--- src/rtl/cute_pkg.sv ---
// cute processor fetch sequencer: shared state encoding,
// opcode field and reserved instruction words.
package cute_pkg;

  typedef enum logic [3:0] {
    IDLE,
    FETCH,
    LOAD,
    ISSUE,
    EXEC,
    IMM_FETCH,
    IMM_LOAD,
    IMM_WAIT,
    HALT,
    FAULT
  } state_t;

  localparam int OP_HI = 8;
  localparam int OP_LO = 6;

  localparam logic [2:0] CUTE_IMM_OP    = 3'b001;
  localparam logic [8:0] CUTE_HALT_WORD = 9'b100000000;

  function automatic logic [2:0] op_of(
    input logic [8:0] w
  );
    return w[OP_HI:OP_LO];
  endfunction

endpackage

--- src/rtl/cute_watchdog.sv ---
// Done watchdog: counts cycles spent waiting on the
// processor and flags expiry at TIMEOUT.
module cute_watchdog
  import cute_pkg::*;
#(
  parameter int TIMEOUT = 255
) (
  input  logic i_clk,
  input  logic i_rst_n,
  input  logic i_clr,
  input  logic i_en,
  output logic o_expired
);

  localparam int W = $clog2(TIMEOUT + 1);

  logic [W-1:0] r_cnt;

  // The Run cycle itself is count 1, so expiry
  // lands exactly TIMEOUT cycles after Run.
  always_ff @(posedge i_clk or negedge i_rst_n) begin
    if (!i_rst_n) begin
      r_cnt <= '0;
    end else if (i_clr) begin
      r_cnt <= W'(1);
    end else if (i_en && r_cnt != '1) begin
      r_cnt <= r_cnt + 1'b1;
    end
  end

  assign o_expired = i_en && (r_cnt >= W'(TIMEOUT - 1));

endmodule

--- src/rtl/cute_fetch_sequencer.sv ---
// cute program sequencer: fetches ROM words, issues Run,
// serves immediates, tracks halt, faults and retirement.
module cute_fetch_sequencer
  import cute_pkg::*;
#(
  parameter int         PC_W       = 6,
  parameter int         PROG_DEPTH = 64,
  parameter logic [8:0] HALT_WORD  = CUTE_HALT_WORD,
  parameter logic [2:0] IMM_OP     = CUTE_IMM_OP,
  parameter int         TIMEOUT    = 255,
  parameter int         CNT_W      = 16
) (
  input  logic            clk,
  input  logic            Resetn,
  input  logic            start,
  output logic [PC_W-1:0] mem_addr,
  input  logic [8:0]      mem_data,
  output logic [8:0]      DIN,
  output logic            Run,
  input  logic            done,
  input  logic            imm_req,
  output logic            imm_valid,
  input  logic            jmp,
  input  logic [PC_W-1:0] jmp_target,
  output logic [PC_W-1:0] pc,
  output logic [CNT_W-1:0] retired,
  output logic            halted,
  output logic            fault
);

  localparam logic [PC_W-1:0] LAST =
    PC_W'(PROG_DEPTH - 1);

  state_t r_state;
  state_t w_state_nxt;

  logic [PC_W-1:0]  r_pc;
  logic [PC_W-1:0]  w_pc_nxt;
  logic [8:0]       r_din;
  logic [CNT_W-1:0] r_retired;

  logic w_din_ld;
  logic w_retire;
  logic w_wd_clr;
  logic w_wd_en;
  logic w_wd_exp;
  logic w_tgt_ok;
  logic w_at_last;
  logic w_is_imm;

  assign w_tgt_ok  = int'(jmp_target) < PROG_DEPTH;
  assign w_at_last = (r_pc == LAST);
  assign w_is_imm  = (op_of(r_din) == IMM_OP);

  cute_watchdog #(
    .TIMEOUT (TIMEOUT)
  ) u_wd (
    .i_clk     (clk),
    .i_rst_n   (Resetn),
    .i_clr     (w_wd_clr),
    .i_en      (w_wd_en),
    .o_expired (w_wd_exp)
  );

  always_comb begin
    w_state_nxt = r_state;
    w_pc_nxt    = r_pc;
    w_din_ld    = 1'b0;
    w_retire    = 1'b0;
    w_wd_clr    = 1'b0;
    w_wd_en     = 1'b0;
    unique case (r_state)
      IDLE: begin
        if (start) w_state_nxt = FETCH;
      end
      FETCH: begin
        w_state_nxt = LOAD;
      end
      LOAD: begin
        w_din_ld = 1'b1;
        if (mem_data == HALT_WORD) w_state_nxt = HALT;
        else                       w_state_nxt = ISSUE;
      end
      ISSUE: begin
        w_wd_clr    = 1'b1;
        w_state_nxt = EXEC;
      end
      EXEC, IMM_WAIT: begin
        w_wd_en = 1'b1;
        if (done) begin
          w_retire = 1'b1;
          if (jmp) begin
            if (w_tgt_ok) begin
              w_pc_nxt    = jmp_target;
              w_state_nxt = FETCH;
            end else begin
              w_state_nxt = FAULT;
            end
          end else if (w_at_last) begin
            w_state_nxt = FAULT;
          end else begin
            w_pc_nxt    = r_pc + 1'b1;
            w_state_nxt = FETCH;
          end
        end else if (imm_req && r_state == EXEC
                     && w_is_imm) begin
          if (w_at_last) begin
            w_state_nxt = FAULT;
          end else begin
            w_pc_nxt    = r_pc + 1'b1;
            w_state_nxt = IMM_FETCH;
          end
        end else if (w_wd_exp) begin
          w_state_nxt = FAULT;
        end
      end
      IMM_FETCH: begin
        w_din_ld    = 1'b1;
        w_state_nxt = IMM_LOAD;
      end
      IMM_LOAD: begin
        w_state_nxt = IMM_WAIT;
      end
      HALT, FAULT: begin
        if (start) begin
          w_pc_nxt    = '0;
          w_state_nxt = FETCH;
        end
      end
      default: begin
        w_state_nxt = IDLE;
      end
    endcase
  end

  always_ff @(posedge clk or negedge Resetn) begin
    if (!Resetn) begin
      r_state   <= IDLE;
      r_pc      <= '0;
      r_din     <= '0;
      r_retired <= '0;
    end else begin
      r_state <= w_state_nxt;
      r_pc    <= w_pc_nxt;
      if (w_din_ld) r_din <= mem_data;
      if (w_retire && r_retired != '1) begin
        r_retired <= r_retired + 1'b1;
      end
    end
  end

  // Address tracks next pc so the immediate word is
  // already in flight when IMM_FETCH begins.
  assign mem_addr  = w_pc_nxt;
  assign pc        = r_pc;
  assign DIN       = r_din;
  assign retired   = r_retired;
  assign Run       = (r_state == ISSUE);
  assign imm_valid = (r_state == IMM_LOAD);
  assign halted    = (r_state == HALT);
  assign fault     = (r_state == FAULT);

endmodule

--- config.mk ---
export PLATFORM = sky130hd
export DESIGN_NAME = cute_fetch_sequencer
export DESIGN_NICKNAME = d
export VERILOG_FILES = /design/src/rtl/cute_pkg.sv /design/src/rtl/cute_watchdog.sv /design/src/rtl/cute_fetch_sequencer.sv
export SDC_FILE = /design/constraint.sdc
export NUM_CORES = 1
export LEC_CHECK = 0
export CORE_ASPECT_RATIO = 1.4
export CORE_MARGIN = 2
export CORE_UTILIZATION = 50
export DETAILED_ROUTE_END_ITERATION = 16
export PLACE_DENSITY_LB_ADDON = 0.1
export SLEW_MARGIN = 20
export SYNTH_ARGS = -nofsm -noshare
export SYNTH_HDL_FRONTEND = slang
export SYNTH_SLANG_ARGS = --single-unit
export TNS_END_PERCENT = 5
--- constraint.sdc ---
create_clock -name clk -period 2.1 [get_ports clk]
set_input_delay 0.42 -clock clk [delete_from_list [all_inputs] [get_ports clk]]
set_output_delay 0.42 -clock clk [all_outputs]
set_load 0.02 [all_outputs]
**Yosys cells after proc, flatten, opt, wreduce, memory -nomap -nowiden**

Index checks and enable logic that the tools add are counted.

- Word-level logic and storage cells: 59
- Bits in registers: 43
- Output and inout bits: 41
- Input bits: 21

- Multiplexer cells: 22
- Magnitude comparators: 1
- Reduce and logical (&&, ||, !) cells: 12
- Eq/ne operators: 16
- Add/sub/neg operators: 3

Operators with widths:

| cell | number |
|---|---|
| $mux 4 | 8 |
| $mux 6 | 5 |
| $pmux 4 s7 | 1 |
| $add 16x1->16 const B | 1 |
| $eq 4x3->1 const B | 4 |
| $mux 8 | 2 |
| $ne 16x16->1 const B | 1 |
| $pmux 6 s2 | 1 |
| $eq 9x9->1 const B | 1 |
| $add 8x1->8 const B | 1 |
| $eq 4x2->1 const B | 2 |
| $eq 4x4->1 const B | 2 |
| $ge 8x8->1 const B | 1 |
| $ne 8x8->1 const B | 1 |
| $add 6x1->6 const B | 1 |
| $eq 6x6->1 const B | 1 |
| $reduce_or 2->1 | 3 |
| $logic_and 1x1->1 | 5 |
| $mux 1 | 5 |
| $eq 4x1->1 const B | 1 |
| $logic_not 4->1 | 1 |
| $ne 4x3->1 const B | 1 |
| $eq 3x1->1 const B | 1 |
| $reduce_or 3->1 | 1 |
| other kinds (3) | 3 |

**Depth between registers and ports, before layout**

- Word-level depth: 8
- Depth in mapped cells: 7

**Hierarchy**

Synthesis repeated with hierarchy kept, for this count alone.

- Cells, all modules: 258
- Area total of the unflattened synthesis: 2503.7 um^2

By module, submodules not included:

| module | instances | area each (um^2) | cells an instance |
|---|---|---|---|
| cute_fetch_sequencer | 1 | 2013.2 | 206 |
| cute_watchdog | 1 | 490.5 | 52 |

**Least setup slack after synthesis**

OpenSTA, ideal clock, no wires.

- Kind: reg2out
- Start point: reg r_pc[0], in the netlist pc[0]
- End point: out mem_addr[1]
- Arrival time: 1.788 ns
- Stages on the path, launching flop included: 7
- Path slack: -0.108 ns
- Path buffers: 0
- Path through: dfrtp_1 -> ha_1 -> nand2_1 -> nor3_2 -> o221ai_1 -> nor4_1 -> o22a_1

- Cells in the longest elaborated chain, start to end: 5

Ends and longest elaborated chain:

| item | RTL line | source |
|---|---|---|
| from (decl) | cute_fetch_sequencer.sv:37 | `logic [PC_W-1:0] r_pc;` |
| from (signal assigned) | cute_fetch_sequencer.sv:144 | `r_pc <= w_pc_nxt;` |
| $add 6x1->6 or $eq 6x6->1 (tied branches) | cute_fetch_sequencer.sv:102, cute_fetch_sequencer.sv:110, cute_fetch_sequencer.sv:52 |  |
| $mux 6 * | cute_fetch_sequencer.sv:99, cute_fetch_sequencer.sv:107 |  |
| $mux 6, on equally long branches | cute_fetch_sequencer.sv:105, cute_fetch_sequencer.sv:92 |  |
| $mux 6 * | cute_fetch_sequencer.sv:90 | `if (done) begin` |
| $pmux 6 s2 * | cute_fetch_sequencer.sv:72 | `unique case (r_state)` |
| to (decl) | cute_fetch_sequencer.sv:16 | `output logic [PC_W-1:0] mem_addr,` |

Mark *: on every way between the ends. The rest lies on a longest branch, timed or not.

**Worst setup path in the final report**

- Start point: reg r_pc[0], in the netlist pc[0]
- End point: out mem_addr[4]

Same word-level chain as after synthesis.

==> flow_metrics.tcl <==
set metrics [dict create \
    status "finished, violations left" \
    violations "setup timing" \
    grt_pass1_vias 2405 \
    grt_remaining_overflow 0 \
    final_util 0.778 \
    initial_core_util 0.512 \
    synth_edf_count 0 \
    gp_congestion 0.859 \
    rows 31 \
    die_area_sq_um 5800 \
    die_w_um 65.0 \
    cts_root_buffer "clkbuf_8" \
    r2r_end "r_state[0]$_DFFE_PN0P_" \
    antenna_found_initial 0 \
    syn2layout_area_growth_pct 52.0 \
    slew_violations 0 \
    core_sq_um 5080 \
    cts_max_level 2 \
    dpl.hpwl_um 5040 \
    hold_buffers 0 \
    route.detailed.drc 0 \
    maxCapViolCount 0 \
    ys_seq_area_frac 0.414 \
    cp-end-kind "output pin" \
    drt_wl_total_um 7150 \
    drt.antenna.violating_nets 0 \
    clkTransAtPathRegs_ns 0.08 \
    p_total_uw 5180 \
    crit_required_ns 1.68 \
    synth.net_count 289 \
    critPathMaxStageDelay_ns 0.43 \
    yosysWarnings 0 \
    crit_slowest_cell "dfrtp_2" \
    ys_ff_latch 43 \
    diodes 0 \
    vias 2550 \
    via_per_inst 5.73 \
    fp.dieH_um 89.3 \
    fin_crit_sh 1.14 \
    power.density_nw_per_um2 1310 \
    clock_skew_ns 0.0103 \
    worst-setup-path-type "reg -> out" \
    fmax_mhz 418 \
    nets 403 \
    cts_tree "built" \
    path_max_fanout 4 \
    fin_crit_ns 2.39 \
    rsz0062_at_grt "true" \
    r2r_start "r_state[3]$_DFFE_PN0P_" \
    reg2reg_slack_ns 0.24 \
    slew_headroom 0.639 \
    fillerInstances 357 \
    vdd_drop_max_uv 989 \
    start_kind "register" \
    syn_inst 264 \
    setup_violations 6 \
    dr.pass1.iters 4 \
    synth_cell_types 62 \
    grt_pass1_wl_um 11500 \
    synth_area_per_cell_sq_um 9.85 \
    cts.path.max_buffers 2 \
    arrival_ns 1.97 \
    insertion_delay_ns 0.30 \
    yosys.area.top_type "dfrtp_1" \
    grt_util_all_layers 0.256 \
    ys_top_cells_by_area "dfrtp_1 (41%), xnor2_1 (5.1%), mux2_2 (3.9%)" \
    final_common_cell "buf_4" \
    routedWlPerCell_um 16.1 \
    cts.sinks 43 \
    grt_max_degree 44 \
    hold_viol 0 \
    synth_ff_type "dfrtp_1" \
    synth.top_cell.area_share 0.414 \
    fin_cells 445 \
    io_buffers 61 \
    cts_buffers 5 \
    ios 62 \
    drt_iter0_drc 194 \
    r2r_cells 7 \
    p_leak_uw 0.00176 \
    setup_ws_ns -0.291 \
    path_cells "ha_4 > and4_4 > a211oi_1 > o21ai_1 > o21bai_1 > o2bb2ai_2 > buf_4" \
    mostFrequentLayoutCells "buf_4 (58), clkdlybuf4s50_1 (47), dfrtp_1 (39)" \
    ys_async_sr_fraction 1.00 \
    tightest_slew_ns 0.542 \
    syn-cell-area_sq_um 2600 \
    dp.cells 429 \
    holdCritPathClass "in -> async" \
    drive_gt1_frac 0.330 \
]
==> flip-flops by register name, summed over array words and instances, names as in the netlist <==
name / flops
DIN: 9
pc: 6
r_state: 4
retired: 16
u_wd.r_cnt: 8
==> synthesized netlist by cell type (all sizes together), types with 3 or more instances <==
cell type,instances
mux2i,5
nand4,8
nand3,8
a211oi,6
a21oi,11
mux2,9
clkbuf,5
nor2b,3
nor4,4
nor2,18
nor3,8
xor2,4
buf,8
dfrtp,43
nand2b,3
o311ai,3
nand2,27
inv,9
and3,11
o21ai,12
xnor2,16
ha,4
and4,3
a31oi,5
==> metal layers <==
layer	global-route usage	up-vias	routed length (um)
met5	0	-	0
met4	0.112	0	175
met3	0.0390	16	303
met2	0.452	72	3740
met1	0.310	1263	2940
li1	-	1199	-
==> area by class of cell <==
class | instances | area [sq um] | share of cell area
Sequential cell | 43 | 1080 | 0.273
Tap cell | 66 | 82.6 | 0.0209
Inverter | 9 | 33.8 | 0.00854
Clock buffer | 6 | 72.6 | 0.0183
Multi-Input combinational cell | 199 | 1580 | 0.400
Timing Repair Buffer | 120 | 1040 | 0.264
Clock inverter | 2 | 60.1 | 0.0152
==> cell families after synthesis <==
group | Yosys count | synth area share
AOI/OAI and AO/OA | 57 | 0.172
xor gates and xnor gates | 20 | 0.0702
DFF | 43 | 0.414
and+or+nand+nor | 104 | 0.223
adders and majority gates | 4 | 0.0192
muxes | 14 | 0.0582
buffers and inverters | 22 | 0.0438
==> worst max-delay path by stage <==
stage,start,end
finish,pc[0]$_DFF_PN0_,mem_addr[4]
global route,pc[1]$_DFF_PN0_,mem_addr[4]
global placement,imm_req,mem_addr[1]
CTS,pc[0]$_DFF_PN0_,mem_addr[5]
floorplan,pc[0]$_DFF_PN0_,mem_addr[4]
detailed placement,imm_req,mem_addr[1]
==> through the flow <==
stage | cell area (sq um) | setup TNS (ns) | setup WS (ns) | hold WS (ns)
after floorplan | 2610 | 0 | 0.00393 | 0.124
after global placement | 3600 | -4.73 | -0.855 | 0.475
after detailed placement | 3600 | -5.09 | -0.968 | 0.485
after CTS | 3880 | -1.34 | -0.289 | 0.201
after global routing | 3960 | -1.99 | -0.412 | 0.246
final | 3960 | -1.50 | -0.291 | 0.183
==> what timing repair did <==
action,4_1_cts,5_1_grt
pin swaps,16,5
resized for setup,69,20
setup buffers,6,2
setup endpoints to repair,10,9
==> critical path: cells and delay by family (launching register included) <==
family | cells | cell delay [ns]
compound gates | 4 | 0.68
buf+inv | 1 | 0.16
simple gates | 1 | 0.21
fa+ha+maj | 1 | 0.19
flops | 1 | 0.43
==> power breakdown <==
group          switching [uW]  internal [uW]
logic                    1550           1570
clock network             280            475
registers                 231           1080
total                    2060           3120
Note: power is estimated with default switching activity, not from simulation.
